## src/rtl/ex_mul_div.sv

```systemverilog
// rtl/ex_mul_div.sv - RV32M iterative multiply/divide unit; EX_MUL_DIV_FAST_MUL_EN selects a single-cycle multiplier
module ex_mul_div #(
  parameter int XLEN = 32
) (
  input  logic            clk,
  input  logic            rst_n,
  input  logic [3:0]      mul_div_op_in,
  input  logic [XLEN-1:0] rs1_in,
  input  logic [XLEN-1:0] rs2_in,
  input  logic            flush_in,
  output logic            stall_out,
  output logic            result_valid_out,
  output logic [XLEN-1:0] result_out,
  output logic            busy_out
);

  typedef enum logic [1:0] {S_IDLE, S_BUSY, S_DONE} state_t;

  state_t      state_q, state_d;
  logic [5:0]  cnt_q, cnt_d;
  logic [2:0]  op_q, op_d;
  logic [31:0] a_q, a_d, b_q, b_d, rem_q, rem_d, result_q, result_d;
  logic [63:0] prod_q, prod_d;
  logic        neg_q, neg_d, rneg_q, rneg_d, valid_q, valid_d;

  logic        op_valid, s1_neg, s2_neg, div_zero, ovf;
  logic [2:0]  f;
  logic [31:0] mag1, mag2, fast_res, fast_mul_res;

  assign op_valid = ~mul_div_op_in[3];
  assign f        = mul_div_op_in[2:0];
  assign s1_neg   = (f == 3'd1 || f == 3'd2 || f == 3'd4 || f == 3'd6) && rs1_in[31];
  assign s2_neg   = (f == 3'd1 || f == 3'd4 || f == 3'd6) && rs2_in[31];
  assign mag1     = s1_neg ? -rs1_in : rs1_in;
  assign mag2     = s2_neg ? -rs2_in : rs2_in;
  assign div_zero = f[2] && (rs2_in == 32'd0);
  assign ovf      = (f == 3'd4 || f == 3'd6) && (rs1_in == 32'h8000_0000) && (rs2_in == 32'hFFFF_FFFF);
  assign fast_res = div_zero ? (f[1] ? rs1_in : 32'hFFFF_FFFF) : (f[1] ? 32'd0 : 32'h8000_0000);

`ifdef EX_MUL_DIV_FAST_MUL_EN
  localparam bit FastMul = 1'b1;
  logic [63:0] fx1, fx2, fprod;
  // Sign-extending to 64 bits keeps the low 64 product bits identical to a 33x33 signed multiply.
  assign fx1          = {{32{s1_neg}}, rs1_in};
  assign fx2          = {{32{s2_neg}}, rs2_in};
  assign fprod        = fx1 * fx2;
  assign fast_mul_res = (f == 3'd0) ? fprod[31:0] : fprod[63:32];
`else
  localparam bit FastMul = 1'b0;
  assign fast_mul_res = 32'd0;
`endif

  logic [63:0] prod_step, prod_fin;
  logic [32:0] rem_sh, diff;
  logic        qbit;
  logic [31:0] rem_step, quo_step, quo_fin, rem_fin, res_fin;

  assign prod_step = prod_q + (a_q[cnt_q[4:0]] ? ({32'd0, b_q} << cnt_q[4:0]) : 64'd0);
  assign rem_sh    = {rem_q, a_q[31]};
  assign diff      = rem_sh - {1'b0, b_q};
  assign qbit      = ~diff[32];
  assign rem_step  = qbit ? diff[31:0] : rem_sh[31:0];
  assign quo_step  = {a_q[30:0], qbit};
  assign prod_fin  = neg_q ? -prod_step : prod_step;
  assign quo_fin   = neg_q ? -quo_step : quo_step;
  assign rem_fin   = rneg_q ? -rem_step : rem_step;

  always_comb begin
    res_fin = rem_fin;
    case (op_q)
      3'd0:                 res_fin = prod_fin[31:0];
      3'd1, 3'd2, 3'd3:     res_fin = prod_fin[63:32];
      3'd4, 3'd5:           res_fin = quo_fin;
      default:              res_fin = rem_fin;
    endcase
  end

  always_comb begin
    state_d  = state_q;
    cnt_d    = cnt_q;
    op_d     = op_q;
    a_d      = a_q;
    b_d      = b_q;
    rem_d    = rem_q;
    prod_d   = prod_q;
    neg_d    = neg_q;
    rneg_d   = rneg_q;
    result_d = result_q;
    valid_d  = 1'b0;
    case (state_q)
      S_IDLE: begin
        if (op_valid) begin
          op_d   = f;
          a_d    = mag1;
          b_d    = mag2;
          rem_d  = 32'd0;
          prod_d = 64'd0;
          neg_d  = s1_neg ^ s2_neg;
          rneg_d = s1_neg;
          cnt_d  = 6'd0;
          if (div_zero || ovf) begin
            result_d = fast_res;
            valid_d  = 1'b1;
            state_d  = S_DONE;
          end else if (FastMul && !f[2]) begin
            result_d = fast_mul_res;
            valid_d  = 1'b1;
            state_d  = S_DONE;
          end else begin
            state_d = S_BUSY;
          end
        end
      end
      S_BUSY: begin
        cnt_d = cnt_q + 6'd1;
        if (op_q[2]) begin
          a_d   = quo_step;
          rem_d = rem_step;
        end else begin
          prod_d = prod_step;
        end
        if (cnt_q == 6'd31) begin
          result_d = res_fin;
          valid_d  = 1'b1;
          state_d  = S_DONE;
        end
      end
      default: state_d = S_IDLE;
    endcase
    // A flush kills the instruction wherever it is; nothing of it reaches the result.
    if (flush_in) begin
      state_d  = S_IDLE;
      cnt_d    = 6'd0;
      valid_d  = 1'b0;
      result_d = result_q;
    end
  end

  always_ff @(posedge clk) begin
    if (!rst_n) begin
      state_q  <= S_IDLE;
      cnt_q    <= 6'd0;
      op_q     <= 3'd0;
      a_q      <= 32'd0;
      b_q      <= 32'd0;
      rem_q    <= 32'd0;
      prod_q   <= 64'd0;
      neg_q    <= 1'b0;
      rneg_q   <= 1'b0;
      result_q <= 32'd0;
      valid_q  <= 1'b0;
    end else begin
      state_q  <= state_d;
      cnt_q    <= cnt_d;
      op_q     <= op_d;
      a_q      <= a_d;
      b_q      <= b_d;
      rem_q    <= rem_d;
      prod_q   <= prod_d;
      neg_q    <= neg_d;
      rneg_q   <= rneg_d;
      result_q <= result_d;
      valid_q  <= valid_d;
    end
  end

  assign stall_out        = rst_n && !flush_in && ((state_q == S_IDLE && op_valid) || state_q == S_BUSY);
  assign result_valid_out = valid_q && !flush_in;
  assign result_out       = result_q;
  assign busy_out         = (state_q == S_BUSY);

endmodule

```

## config.mk

```make
export PLATFORM = sky130hd
export DESIGN_NAME = ex_mul_div
export DESIGN_NICKNAME = d
export VERILOG_FILES = /design/src/rtl/ex_mul_div.sv
export SDC_FILE = /design/constraint.sdc
export NUM_CORES = 1
export LEC_CHECK = 0
export CORE_UTILIZATION = 30
export CTS_CLUSTER_DIAMETER = 120
export DETAILED_ROUTE_END_ITERATION = 8
export SYNTH_ARGS = -nofsm -noshare
export SYNTH_HDL_FRONTEND = slang
export SYNTH_SLANG_ARGS = --single-unit
```

## constraint.sdc

```tcl
create_clock -name clk -period 8.7 [get_ports clk]
set_input_delay 1.74 -clock clk [delete_from_list [all_inputs] [get_ports clk]]
set_output_delay 1.74 -clock clk [all_outputs]
set_load 0.005 [all_outputs]
```

==> results of run 1 <==
cells by family after synthesis:
group	synth area share, %
compound gates	30.3
mux	7.28
simple gates	25.1
flops	17.9
xor+xnor	8.74
fa+ha+maj	5.71
buf+inv	4.96
worst min-delay path, stage by stage, from the launching register on:
cell,delay (ns)
dfxtp_1,0.32
nand2_1,0.04
o21ai_0,0.05
cells in the mapped netlist (17+ instances only):
library cell  number  share of area [%]
mux2i_1           62                2.7
and3_1            20               0.54
nand4_1           47                1.3
o41ai_1           19               0.72
a22oi_1           77                2.5
xnor2_1          146                5.5
nor2b_1          122                3.3
o211ai_1          36                1.2
nand2b_1          31               0.84
o31ai_1           43                1.4
and2_1            54                1.5
o211a_1           31                1.3
mux2_2            28                1.4
a21o_1            31                1.0
o221ai_1          17               0.65
a221oi_1          18               0.68
or3_1             35               0.95
nand3_1           32               0.69
o21ai_0          237                5.1
or2_2             20               0.54
nand2_1          328                5.3
o21ai_1           20               0.43
dfxtp_1          206                 18
a21oi_1          270                5.9
inv_1             85                1.4
a211oi_1          61                2.0
nor3_1            78                1.7
xor2_1            84                3.2
ha_1             102                5.5
mux4_2            33                3.2
o21a_1            34                1.1
buf_1             23               0.37
a31oi_1           21               0.57
clkbuf_1         186                3.0
nor4_1            27               0.73
nor2_1           290                4.7
or4_1             28               0.91
area by class of cell:
cell class              instances  area, µm²  area share (%)
clock buffers                  35        747            2.87
flip-flops and latches        206       4130            15.9
inverters                      87        327            1.26
clock inverters                17        224           0.861
repair buffers                161       1470            5.65
well taps                    1030       1290            4.96
multi-input cells            2680      17800            68.5
power by group through the flow:
stage / clock network, mW / registers [mW] / logic (mW)
floorplan: 0 / 1.02 / 0.569
global placement: 0 / 1.06 / 0.812
detailed placement: 0 / 1.06 / 0.813
CTS: 1.26 / 1.04 / 0.817
global route: 1.31 / 1.04 / 0.897
finish: 1.25 / 1.04 / 0.837
stage by stage:
step                      std cells  util (%)  setup WS [ns]
final                          4216      34.2          0.958
after global routing           4216      34.2          0.614
after CTS                      4216      34.2           1.12
after detailed placement       4164      33.0           1.13
after global placement         4164      33.0           1.12
after floorplan                3187         -           1.78
layer usage:
layer  wire (µm)  global-route usage, %  share of wire [%]  vias up
met5           0                      0                  0        -
met4        4620                   10.0                4.6        0
met3        7820                   3.64                7.9      194
met2       44100                   38.9                 44     1179
met1       42900                   33.5                 43    11800
li1            -                      -                  -    11700
sequential cells by signal, indices dropped and copies added (netlist names):
register and count:
op_q 3, result_out 32, a_q 32, valid_q 1, state_q 2, b_q 32, rneg_q 1, neg_q 1
rem_q 32, cnt_q 6, prod_q 64
worst max-delay path by stage:
stage / slack (ns) / to
after floorplan: 1.78 / result_out[19]$_SDFFE_PN0P_
after global placement: 1.12 / result_out[19]$_SDFFE_PN0P_
after detailed placement: 1.13 / result_out[19]$_SDFFE_PN0P_
after CTS: 1.12 / result_out[19]$_SDFFE_PN0P_
after global routing: 0.61 / result_out[19]$_SDFFE_PN0P_
final: 0.96 / result_out[19]$_SDFFE_PN0P_
==> impl_metrics.toml, run 1 <==
[yosys]
netlist_instances = 3187
synth_area_mm2 = 0.0230
synth-main-ff-cell = "dfxtp_1"
ys_seq_elements = 206
synth-edff-count = 0
synth.avg_cell_area_um2 = 7.23
yosysUniqueCellTypes = 101
yosys_warnings = 0
async_flop_share_pct = 0
synth_fp_nets = 3362
ys_seq_area_share_pct = 17.9

[pwr]
irDropWorstVdd_uv = 127
p_leak_nw = 9.50
pwr-share-comb_pct = 26.7
internal-power_mw = 2.02
powerDensity_mw_per_mm2 = 120
switching_share_pct = 35.5
switching_power_mw = 1.11
p_clk_share_pct = 40.0
pwr-share-seq_pct = 33.2
p_total_mw = 3.13

[cts]
path_clk_slew_ns = 0.06
numCtsBuffers = 28
cts_root_buf = "clkbuf_16"
numClockSinks = 206
ctsHoldBuffers = 0
insertion_delay_ns = 0.62
cts_tree = "built"
h-tree-depth = 1
post-cts-setup-buffers = 0
cts_resized = 0
cts.path.max_buffers = 3

[setup_path]
max_stage_delay_ns = 0.69
critPathKind = "register to register"
cp_top_family = "simple AND/OR/NAND/NOR gates"
r2r-end = "result_out[19]$_SDFFE_PN0P_"
crit_path_end_kind = "register"
crit_slowest_cell = "or4_4"
crit_path_start = "cnt_q[0]$_SDFFE_PN0P_"
cp.depth = 20
path_cells = "mux4_2 > mux4_2 > nand2b_1 > and2_1 > buf_4 > a211oi_1 > ha_1 > nand2_1 > o21ai_0 > a21oi_1 > o211ai_1 > nand2_1 > xnor2_1 > or4_1 > nand4bb_1 > or4_4 > nor4_1 > mux2_2 > a2111oi_0 > a21oi_1"
worstPathRequired_ns = 9.17
r2r-start = "cnt_q[0]$_SDFFE_PN0P_"
path_max_fanout = 31
arrival_ns = 8.22
cp-start-kind = "register"
r2r_cells = 20
regToRegSetupSlack_ns = 0.96
crit_buf_inv = 1

[finish]
drive_gt1_share_pct = 7.09
nets = 3339
fin_area_mm2 = 0.0260
fillers = 8211
area_growth_pct = 12.8
final_cell_mix = "nand2_1, nor2_1, a21oi_1, o21ai_0, dfxtp_1"
layout_commonest_cell = "nand2_1"
diodes = 0

[sta]
finalSetupViolations = 0
min_period_ns = 7.74
whs_ns = 0.453
slew_violations = 0
clock-skew-final_ns = 0.0373
relSlewSlack_pct = 24.8
max_freq_mhz = 129
setup_tns_ns = 0
rsz0062_at_grt = "no"
hold_violations = 0
period_share_pct = 89.0
tightest_slew_ns = 1.11

[floorplan]
die_w_um = 279
dieArea_mm2 = 0.0779
coreArea_mm2 = 0.0759
fp-row-count = 101
ios = 106
die_h_um = 279
start_util_pct = 30.3

[route]
routed_wl_um = 99400
ant_nets = 0
drt_iter0_markers = 2931
drc = 0
dr.pass1.iters = 6
vias = 24900
viasPerCell = 5.91
detail_route.wl_per_cell_um = 23.6

[global_route]
overflow = 0
grt_max_degree = 77
grt_usage_pct = 24.7
antenna_found_initial = 1
first_global_vias = 22900
grt_pass1_wl_um = 148000

[run]
maxCapViolations = 0

[min_path]
hp-start = "result_out[4]$_SDFFE_PN0P_"
holdPathStages = 2
hold_class = "register to register"
whs_endpoint = "result_out[4]$_SDFFE_PN0P_"

[placement]
hpwl_um = 78500
dpl_cell_area_mm2 = 0.0250
gp_congestion = 0.999
portBuffers = 105

[outcome]
outcome = "finished, final reports clean"
Note: power is estimated with default switching activity, not from simulation.
==> run 2: changes to the inputs <==
Settings changed: REMOVE_ABC_BUFFERS set to 1.
==> impl_metrics.toml, run 2 (synthesis gave the netlist of run 1 again) <==
[setup_path]
critPathKind = "register to register"
crit_slowest_cell = "or4_4"
cp_top_family = "compound AO/OA/AOI/OAI gates"
arrival_ns = 8.08
path_max_fanout = 40
cp-start-kind = "register"
cp_common_cell = "o21ai_0"
crit_path_end_kind = "register"
max_stage_delay_ns = 0.68
path_cells = "buf_4 > mux4_2 > o21ai_0 > mux2i_1 > nor2b_1 > ha_1 > a21oi_1 > o21ai_0 > a211oi_1 > o21ai_0 > xnor2_1 > or4b_4 > nand4bb_1 > or4_4 > nor4_1 > mux2_2 > a2111oi_0 > a21oi_1"
crit_buf_inv = 1
worstPathRequired_ns = 9.17

[floorplan]
start_util_pct = 30.3
die_w_um = 279
ios = 106
die_h_um = 279
coreArea_mm2 = 0.0759
fp-row-count = 101
dieArea_mm2 = 0.0779

[cts]
numCtsBuffers = 29
numClockSinks = 206
insertion_delay_ns = 0.62
path_clk_slew_ns = 0.07
cts_root_buf = "clkbuf_16"
h-tree-depth = 1
cts_tree = "built"
ctsHoldBuffers = 0
cts_resized = 0
cts.path.max_buffers = 3
post-cts-setup-buffers = 0

[global_route]
overflow = 0
grt_max_degree = 88
grt_usage_pct = 24.6
antenna_found_initial = 4
grt_pass1_wl_um = 148000
first_global_vias = 22700

[sta]
setup_tns_ns = 0
relSlewSlack_pct = 25.4
timing.final.ws_setup_ns = 1.08
min_period_ns = 7.62
clock-skew-final_ns = 0.0391
slew_violations = 0
rsz0062_at_grt = "no"
period_share_pct = 87.6
finalSetupViolations = 0
hold_violations = 0
max_freq_mhz = 131
tightest_slew_ns = 1.12

[pwr]
p_clk_share_pct = 40.1
p_leak_nw = 9.45
p_total_mw = 3.17
internal-power_mw = 2.02
switching_power_mw = 1.14
pwr-share-seq_pct = 32.9
switching_share_pct = 36.1
irDropWorstVdd_uv = 137
powerDensity_mw_per_mm2 = 122
pwr-share-comb_pct = 27.0

[finish]
diodes = 0
nets = 3333
largest_reg_flops = 64
area_growth_pct = 12.6
drive_gt1_share_pct = 6.98
fillers = 8226
final_cell_mix = "nand2_1, nor2_1, a21oi_1, o21ai_0, dfxtp_1"
largest-register = "prod_q"
layout_commonest_cell = "nand2_1"

[placement]
hpwl_um = 78800
dp_slack_ns = 1.20
portBuffers = 105
gp_congestion = 1.02

[route]
ant_nets = 0
viasPerCell = 6.02
vias = 25300
drt_iter0_markers = 2770
routed_wl_um = 99700
dr.pass1.iters = 8
detail_route.wl_per_cell_um = 23.7
drc = 0

[outcome]
outcome = "finished, final reports clean"

[min_path]
hold_class = "register to register"

[run]
maxCapViolations = 0
## run 2: changes by cell type in the layout (fill, tap and decap cells not counted), sizes merged
cell	change
clkinv	-3
inv	-1
bufinv	-1
buf	-7
clkinvlp	+6
clkbuf	-1
## run 2: metal layers
layer | part of all wire [%] | routed length, µm | track usage, % | vias up
met5 | 0.041 | 41 | 0 | -
met4 | 4.4 | 4350 | 9.16 | 6
met3 | 8.6 | 8540 | 3.76 | 209
met2 | 44 | 43500 | 38.4 | 1299
met1 | 43 | 43200 | 33.9 | 12100
li1 | - | - | - | 11700
## run 2: power groups by stage
stage	clock network [mW]	logic, mW	registers, mW
6_report	1.27	0.854	1.04
5_1_grt	1.32	0.910	1.04
4_1_cts	1.29	0.833	1.04
3_5_place_dp	0	0.828	1.06
3_3_place_gp	0	0.829	1.06
2_1_floorplan	0	0.528	1.03
## run 2: final timing paths
check	end	start	depth (start not counted)	slack, ns
worst max-delay path	result_out[19]$_SDFFE_PN0P_	cnt_q[0]$_SDFFE_PN0P_	18	1.08
worst min-delay path	result_out[25]$_SDFFE_PN0P_	result_out[25]$_SDFFE_PN0P_	2	0.46
worst max register to register	result_out[19]$_SDFFE_PN0P_	cnt_q[0]$_SDFFE_PN0P_	18	1.08
worst min register to register	result_out[25]$_SDFFE_PN0P_	result_out[25]$_SDFFE_PN0P_	2	0.46
## run 2: per-stage QoR
stage	cell area [µm²]	utilization [%]	instances	hold WS [ns]
after detailed placement	25000	32.9	4157	0.449
after floorplan	22200	-	2973	0.445
after global placement	25000	32.9	4157	0.446
final	26000	34.2	4209	0.458
after global routing	26000	34.2	4209	0.488
after CTS	26000	34.2	4209	0.468
## run 2: layout make-up
cell class | count | area (µm²) | area share (%)
inverters | 87 | 327 | 1.26
flip-flops and latches | 206 | 4130 | 15.9
clock inverters | 18 | 201 | 0.776
well taps | 1030 | 1290 | 4.96
clock buffers | 34 | 785 | 3.02
repair buffers | 154 | 1420 | 5.46
multi-input cells | 2680 | 17800 | 68.6
## run 2: worst reg2reg max path, stage by stage, from the launching register on
cell	delay, ns
dfxtp_2	0.54
buf_4	0.55
mux4_2	0.60
o21ai_0	0.45
mux2i_1	0.22
nor2b_1	0.19
ha_1	0.39
a21oi_1	0.20
o21ai_0	0.23
a211oi_1	0.50
o21ai_0	0.34
xnor2_1	0.47
or4b_4	0.56
nand4bb_1	0.46
or4_4	0.68
nor4_1	0.20
mux2_2	0.38
a2111oi_0	0.42
a21oi_1	0.07
